==> src/rtl/mac_tile_core_pkg.sv <==
// Shared types for the weight-stationary MAC tile: instruction field layout.
package mac_tile_core_pkg;

    localparam int unsigned INST_W = 2;

    // Bit 1 = execute, bit 0 = kernel load, matching the inst_w/inst_e wire order.
    typedef struct packed {
        logic execute;
        logic kernel_load;
    } inst_t;

    localparam inst_t INST_IDLE = '0;

endpackage

==> src/rtl/mac_tile_core_mul_add.sv <==
// Combinational signed multiply-accumulate: y = sext(a) * sext(b) + c, wrapping.
module mac_mul_add #(
    parameter int bw      = 4,
    parameter int psum_bw = 16
) (
    input  logic signed [bw-1:0]      a,
    input  logic signed [bw-1:0]      b,
    input  logic signed [psum_bw-1:0] c,
    output logic signed [psum_bw-1:0] y
);

    logic signed [2*bw-1:0]    a_ext;
    logic signed [2*bw-1:0]    b_ext;
    logic signed [2*bw-1:0]    prod;
    logic signed [psum_bw-1:0] prod_ext;

    always_comb begin
        a_ext    = (2*bw)'(a);
        b_ext    = (2*bw)'(b);
        prod     = a_ext * b_ext;
        prod_ext = (psum_bw)'(prod);
        y        = prod_ext + c;
    end

endmodule

==> src/rtl/mac_tile_core.sv <==
// Systolic MAC tile: holds one weight, computes act*weight + north psum, forwards east.
module mac_tile_core
    import mac_tile_core_pkg::*;
#(
    parameter int bw      = 4,
    parameter int psum_bw = 16
) (
    input  logic                clk,
    input  logic                reset,
    input  logic [bw-1:0]       in_w,
    input  logic [INST_W-1:0]   inst_w,
    input  logic [psum_bw-1:0]  in_n,
    output logic [bw-1:0]       out_e,
    output logic [INST_W-1:0]   inst_e,
    output logic [psum_bw-1:0]  out_s
);

    inst_t              inst_in;
    logic [bw-1:0]      a_q, a_d;
    logic [bw-1:0]      b_q, b_d;
    logic [psum_bw-1:0] c_q, c_d;
    inst_t              inst_q, inst_d;
    logic               load_ready_q, load_ready_d;
    logic               load_take;

    always_comb begin
        inst_in      = inst_t'(inst_w);
        load_take    = inst_in.kernel_load & load_ready_q;

        a_d          = a_q;
        b_d          = b_q;
        c_d          = in_n;
        load_ready_d = load_ready_q & ~inst_in.kernel_load;

        if (inst_in != INST_IDLE) a_d = in_w;
        if (load_take)            b_d = in_w;

        // The first kernel load is consumed here; only later loads travel east.
        inst_d.execute     = inst_in.execute;
        inst_d.kernel_load = inst_in.kernel_load & ~load_ready_q;
    end

    always_ff @(posedge clk) begin
        if (reset) begin
            a_q          <= '0;
            b_q          <= '0;
            c_q          <= '0;
            inst_q       <= INST_IDLE;
            load_ready_q <= 1'b1;
        end else begin
            a_q          <= a_d;
            b_q          <= b_d;
            c_q          <= c_d;
            inst_q       <= inst_d;
            load_ready_q <= load_ready_d;
        end
    end

    mac_mul_add #(
        .bw      (bw),
        .psum_bw (psum_bw)
    ) u_mac (
        .a (a_q),
        .b (b_q),
        .c (c_q),
        .y (out_s)
    );

    assign out_e  = a_q;
    assign inst_e = inst_q;

endmodule

==> config.mk <==
export PLATFORM = sky130hd
export DESIGN_NAME = mac_tile_core
export DESIGN_NICKNAME = d
export VERILOG_FILES = /design/src/rtl/mac_tile_core_pkg.sv /design/src/rtl/mac_tile_core_mul_add.sv /design/src/rtl/mac_tile_core.sv
export SDC_FILE = /design/constraint.sdc
export NUM_CORES = 1
export LEC_CHECK = 0
export BUFFER_PORTS_ARGS = -buffer_cell sky130_fd_sc_hd__buf_4
export CAP_MARGIN = 20
export CORE_UTILIZATION = 47
export CTS_CLUSTER_SIZE = 12
export DETAILED_ROUTE_END_ITERATION = 12
export PLACE_DENSITY = 0.69
export SLEW_MARGIN = 25
export SYNTH_ARGS = -nofsm -noshare
export SYNTH_HDL_FRONTEND = slang
export SYNTH_SLANG_ARGS = --single-unit
==> constraint.sdc <==
create_clock -name clk -period 13.2 [get_ports clk]
set_clock_uncertainty 0.1 [all_clocks]
set_input_delay 2.64 -clock clk [delete_from_list [all_inputs] [get_ports clk]]
set_output_delay 2.64 -clock clk [all_outputs]
set_load 0.02 [all_outputs]
After elaboration in Yosys (flattened, before gate mapping). Index checks and enable logic that the tools add are counted.

Register bits: 27. Input port bits: 24. Output and inout port bits: 22. Word-level logic and storage cells: 14.

Add/sub/neg operators: 1. Multiply operators: 1. Bitwise operators: 5. Reduce and logical (&&, ||, !) cells: 1.

Operator list (count): adder 8 x 16 -> 16 bit (1); multiplier 4 x 4 -> 8 bit (1); AND 1 bit (3); inverter 1 bit (2); nonzero test 2 bit (1).

Depth between registers and ports, before layout.
Word-level depth: 2. Gate-level depth with buffers: 14. Depth with buffers taken out: 14.

Modules after synthesis. Synthesis repeated with hierarchy kept, for this count alone.

Cell total of the unflattened synthesis: 290. Area, all modules: 2677.6 µm².

By module, submodules not included: mac_mul_add (instances 1, cells an instance 218, area each 1836.8 µm², seq. area each 0.0 µm²); mac_tile_core (instances 1, cells an instance 72, area each 840.8 µm², seq. area each 540.5 µm²).

Worst setup path after synthesis. OpenSTA, ideal clock, no wires.

Kind: register to output. From: register a_q[3], in the netlist out_e[3]. To: output port out_s[14]. Arrival: 4.231 ns. Required time: 10.460 ns. Setup slack: 6.229 ns. Cell stages (with the launch flop): 13. Cells stage by stage: dfxtp_1 mux2_2 ha_1 inv_1 fa_1 fa_1 inv_1 ha_1 a21o_1 a21o_1 a211oi_2 o221ai_2 xor2_1.

Cells in the longest elaborated chain, start to end: 2.

RTL lines: from (decl) (RTL line mac_tile_core.sv:19) `logic [bw-1:0] a_q, a_d;`; from (signal assigned) (RTL line mac_tile_core.sv:45) `a_q <= '0;`; from (signal assigned) (RTL line mac_tile_core.sv:51) `a_q <= a_d;`; multiplier 4 x 4 -> 8 bit (RTL line mac_tile_core_mul_add.sv:20) `prod = a_ext * b_ext;`; adder 8 x 16 -> 16 bit (RTL line mac_tile_core_mul_add.sv:22) `y = prod_ext + c;`; to (decl) (RTL line mac_tile_core.sv:15) `output logic [psum_bw-1:0] out_s`.

Every way passes these cells.

Final worst setup path.
From: register a_q[3], in the netlist out_e[3]. To: output port out_s[12].

The elaborated chain is that of the path after synthesis.

==> impl_metrics.json <==
{
  "outcome": "completed",
  "fmax_mhz": 135,
  "worst-path-max-fanout": 9,
  "p_leak_uw": 0.00161,
  "r2r-end": "b_q[2]",
  "drive_above_1_share": 0.164,
  "dieArea_sq_um": 6000,
  "start_util": 0.486,
  "ios": 46,
  "rr_startpoint": "load_ready_q",
  "setup_violations": 0,
  "hold_depth": 2,
  "slew_headroom": 0.621,
  "hold_end": "b_q[1]",
  "pwr-share-seq": 0.363,
  "grt_remaining_overflow": 0,
  "synth_area_leaders": "fa_1 22%, dfxtp_1 20%, ha_1 15%, inv_1 10%, nor2b_1 4.4%",
  "rrSetupSlack_ns": 12.25,
  "cts.htree.levels": 1,
  "maxCapViolCount": 0,
  "tightest_slew_ns": 0.569,
  "hold_slack_ns": 0.400,
  "num_antenna_cells": 0,
  "synth_edf_count": 0,
  "die_width_microns": 77.5,
  "grt_pass1_wl_microns": 8450,
  "avgRoutedWirePerCell_microns": 11.3,
  "routed_wl_microns": 4700,
  "tns_ns": 0,
  "cp.required_ns": 10.46,
  "grt_pass1_vias": 2016,
  "ys.flop_type": "dfxtp_1",
  "dp_hpwl_microns": 4020,
  "final_cell_mix": "73 x inv_1, 45 x buf_4, 33 x ha_1, 30 x fa_1, 27 x dfxtp_1",
  "area_growth_syn_to_layout_pct": 17.1,
  "asyncSetResetFlopFracSynth": 0,
  "drt-pass1-iter-count": 4,
  "power.density_nw_per_um2": 78.6,
  "clkPwrFrac": 0.196,
  "insertion_delay_ns": 0.28,
  "clk_pin_slew_ns": 0.09,
  "vias": 1953,
  "drv_slew": 0,
  "grt_usage": 0.175,
  "postCtsSetupRepairBufs": 0,
  "vdd_drop_max_uv": 64.7,
  "ys_ff_latch": 27,
  "ys_warn_count": 0,
  "root_buffer": "clkbuf_8",
  "ant_nets": 0,
  "ys_types": 38,
  "globalplace.congestion": 0.772,
  "min-delay-start": "b_q[1]",
  "syn_area_per_cell_sq_um": 8.98,
  "viasPerCell": 4.72,
  "final.setup.worst_slack_ns": 5.77,
  "dr.first_iter.drc_count": 51,
  "post_cts_resize_count": 0,
  "p_sw_frac": 0.370,
  "nFillCells": 493,
  "rsz0062_at_grt": "no",
  "critPathArrivalTime_ns": 4.69,
  "finalCriticalPeriod_ns": 7.43,
  "numPortBuffers": 45,
  "multiInputGateArea_sq_um": 1840,
  "r2r_cells": 3,
  "antenna_found_initial": 0,
  "rows": 27,
  "fin_crit_sh": 0.563,
  "cts_hold_buf": 0,
  "cts_buffers": 3,
  "syn_area_sq_um": 2680,
  "syn_nets": 385,
  "synthCells": 298,
  "cts.sinks": 27,
  "hold_viol": 0,
  "clock_path_buffers": 2,
  "die_h_microns": 77.5,
  "synth_top_area_cell": "fa_1",
  "core_area_sq_um": 5510,
  "fin_nets": 430,
  "switching_power_uw": 91.1,
  "p_int_uw": 155,
  "min_path_type": "reg -> reg",
  "layout_commonest_cell": "inv_1",
  "place_ws_ns": 6.03,
  "path_class": "reg -> out",
  "drc": 0,
  "synth_seq_area_share": 0.202,
  "synth_top_area_frac": 0.224,
  "cp-end-kind": "output port",
  "crit_path_start_kind": "flip-flop",
  "tritoncts": "yes",
  "p_comb_frac": 0.441,
  "seq_area_sq_um": 541,
  "grt_start_max_net_pins": 28
}
metrics by stage:
step	area, sq um	std cells	total power (uW)	utilization
final	3130	414	246	0.569
after global routing	3130	414	267	0.569
after CTS	3130	414	250	0.569
after detailed placement	3090	410	201	0.560
after global placement	3090	410	199	0.560
after floorplan	2680	298	165	-
worst max path at each step:
stage | startpoint | slack [ns] | cells past startpoint | to
2_1_floorplan | out_e[3] | 6.23 | 12 | out_s[14]
3_3_place_gp | out_e[3] | 6.11 | 13 | out_s[12]
3_5_place_dp | out_e[3] | 6.03 | 13 | out_s[12]
4_1_cts | out_e[3] | 5.71 | 13 | out_s[12]
5_1_grt | out_e[3] | 5.45 | 13 | out_s[12]
6_report | out_e[3] | 5.77 | 13 | out_s[12]
power groups by stage:
stage	Clock, uW	Sequential, uW	Combinational [uW]
after floorplan	0	91.5	73.5
after global placement	0	91.3	107
after detailed placement	0	91.3	110
after CTS	49.7	89.4	110
after global routing	53.9	90.0	123
final	48.3	89.3	109
routing by layer:
metal | vias up | routed length [microns] | track usage
li1 | 1019 | - | -
met1 | 898 | 2340 | 0.231
met2 | 31 | 2170 | 0.301
met3 | 5 | 126 | 0.0165
met4 | 0 | 55 | 0.0509
met5 | - | 0 | 0
state kept, by name (all words and copies together), names as in the netlist:
| name | count |
|---|---|
| inst_e | 2 |
| load_ready_q | 1 |
| c_q | 16 |
| out_e | 4 |
| b_q | 4 |
cells by family after synthesis:
logic type	share of synthesized area
muxes	0.00795
xor gates and xnor gates	0.0458
and+or+nand+nor	0.141
adders and majority gates	0.379
buffers and inverters	0.109
AOI/OAI and AO/OA	0.115
DFF	0.202
final cells by class:
| type | count | area share |
|---|---|---|
| clock inverters | 1 | 0.00240 |
| inverters | 73 | 0.0874 |
| well taps | 72 | 0.0287 |
| flip-flops and latches | 27 | 0.172 |
| clock buffers | 3 | 0.0132 |
| repair buffers | 45 | 0.108 |
| multi-input cells | 193 | 0.588 |
cells in the mapped netlist, drive strengths merged, types with 2 or more instances:
cell     number
inv          73
ha           33
fa           30
dfxtp        27
nor2b        19
nand2        15
a21oi        13
and2         10
xnor2        10
nor2          9
o21ai         7
nand3         6
a211oi        5
a21o          5
clkbuf        5
nand2b        4
xor2          4
nor3          3
a31oi         2
nor3b         2
o2111ai       2
o21a          2
worst max-delay path: stages (launching register included):
cell and delay (ns):
dfxtp_1 0.41, mux2_2 0.36, ha_1 0.61, inv_1 0.19, fa_1 0.53, fa_1 0.54, inv_1 0.04, ha_1 0.37
a21o_1 0.19, a21o_1 0.20, a211oi_2 0.40, mux2i_1 0.24, o2111ai_1 0.14, buf_4 0.18
(Power assumes the default switching activity.)
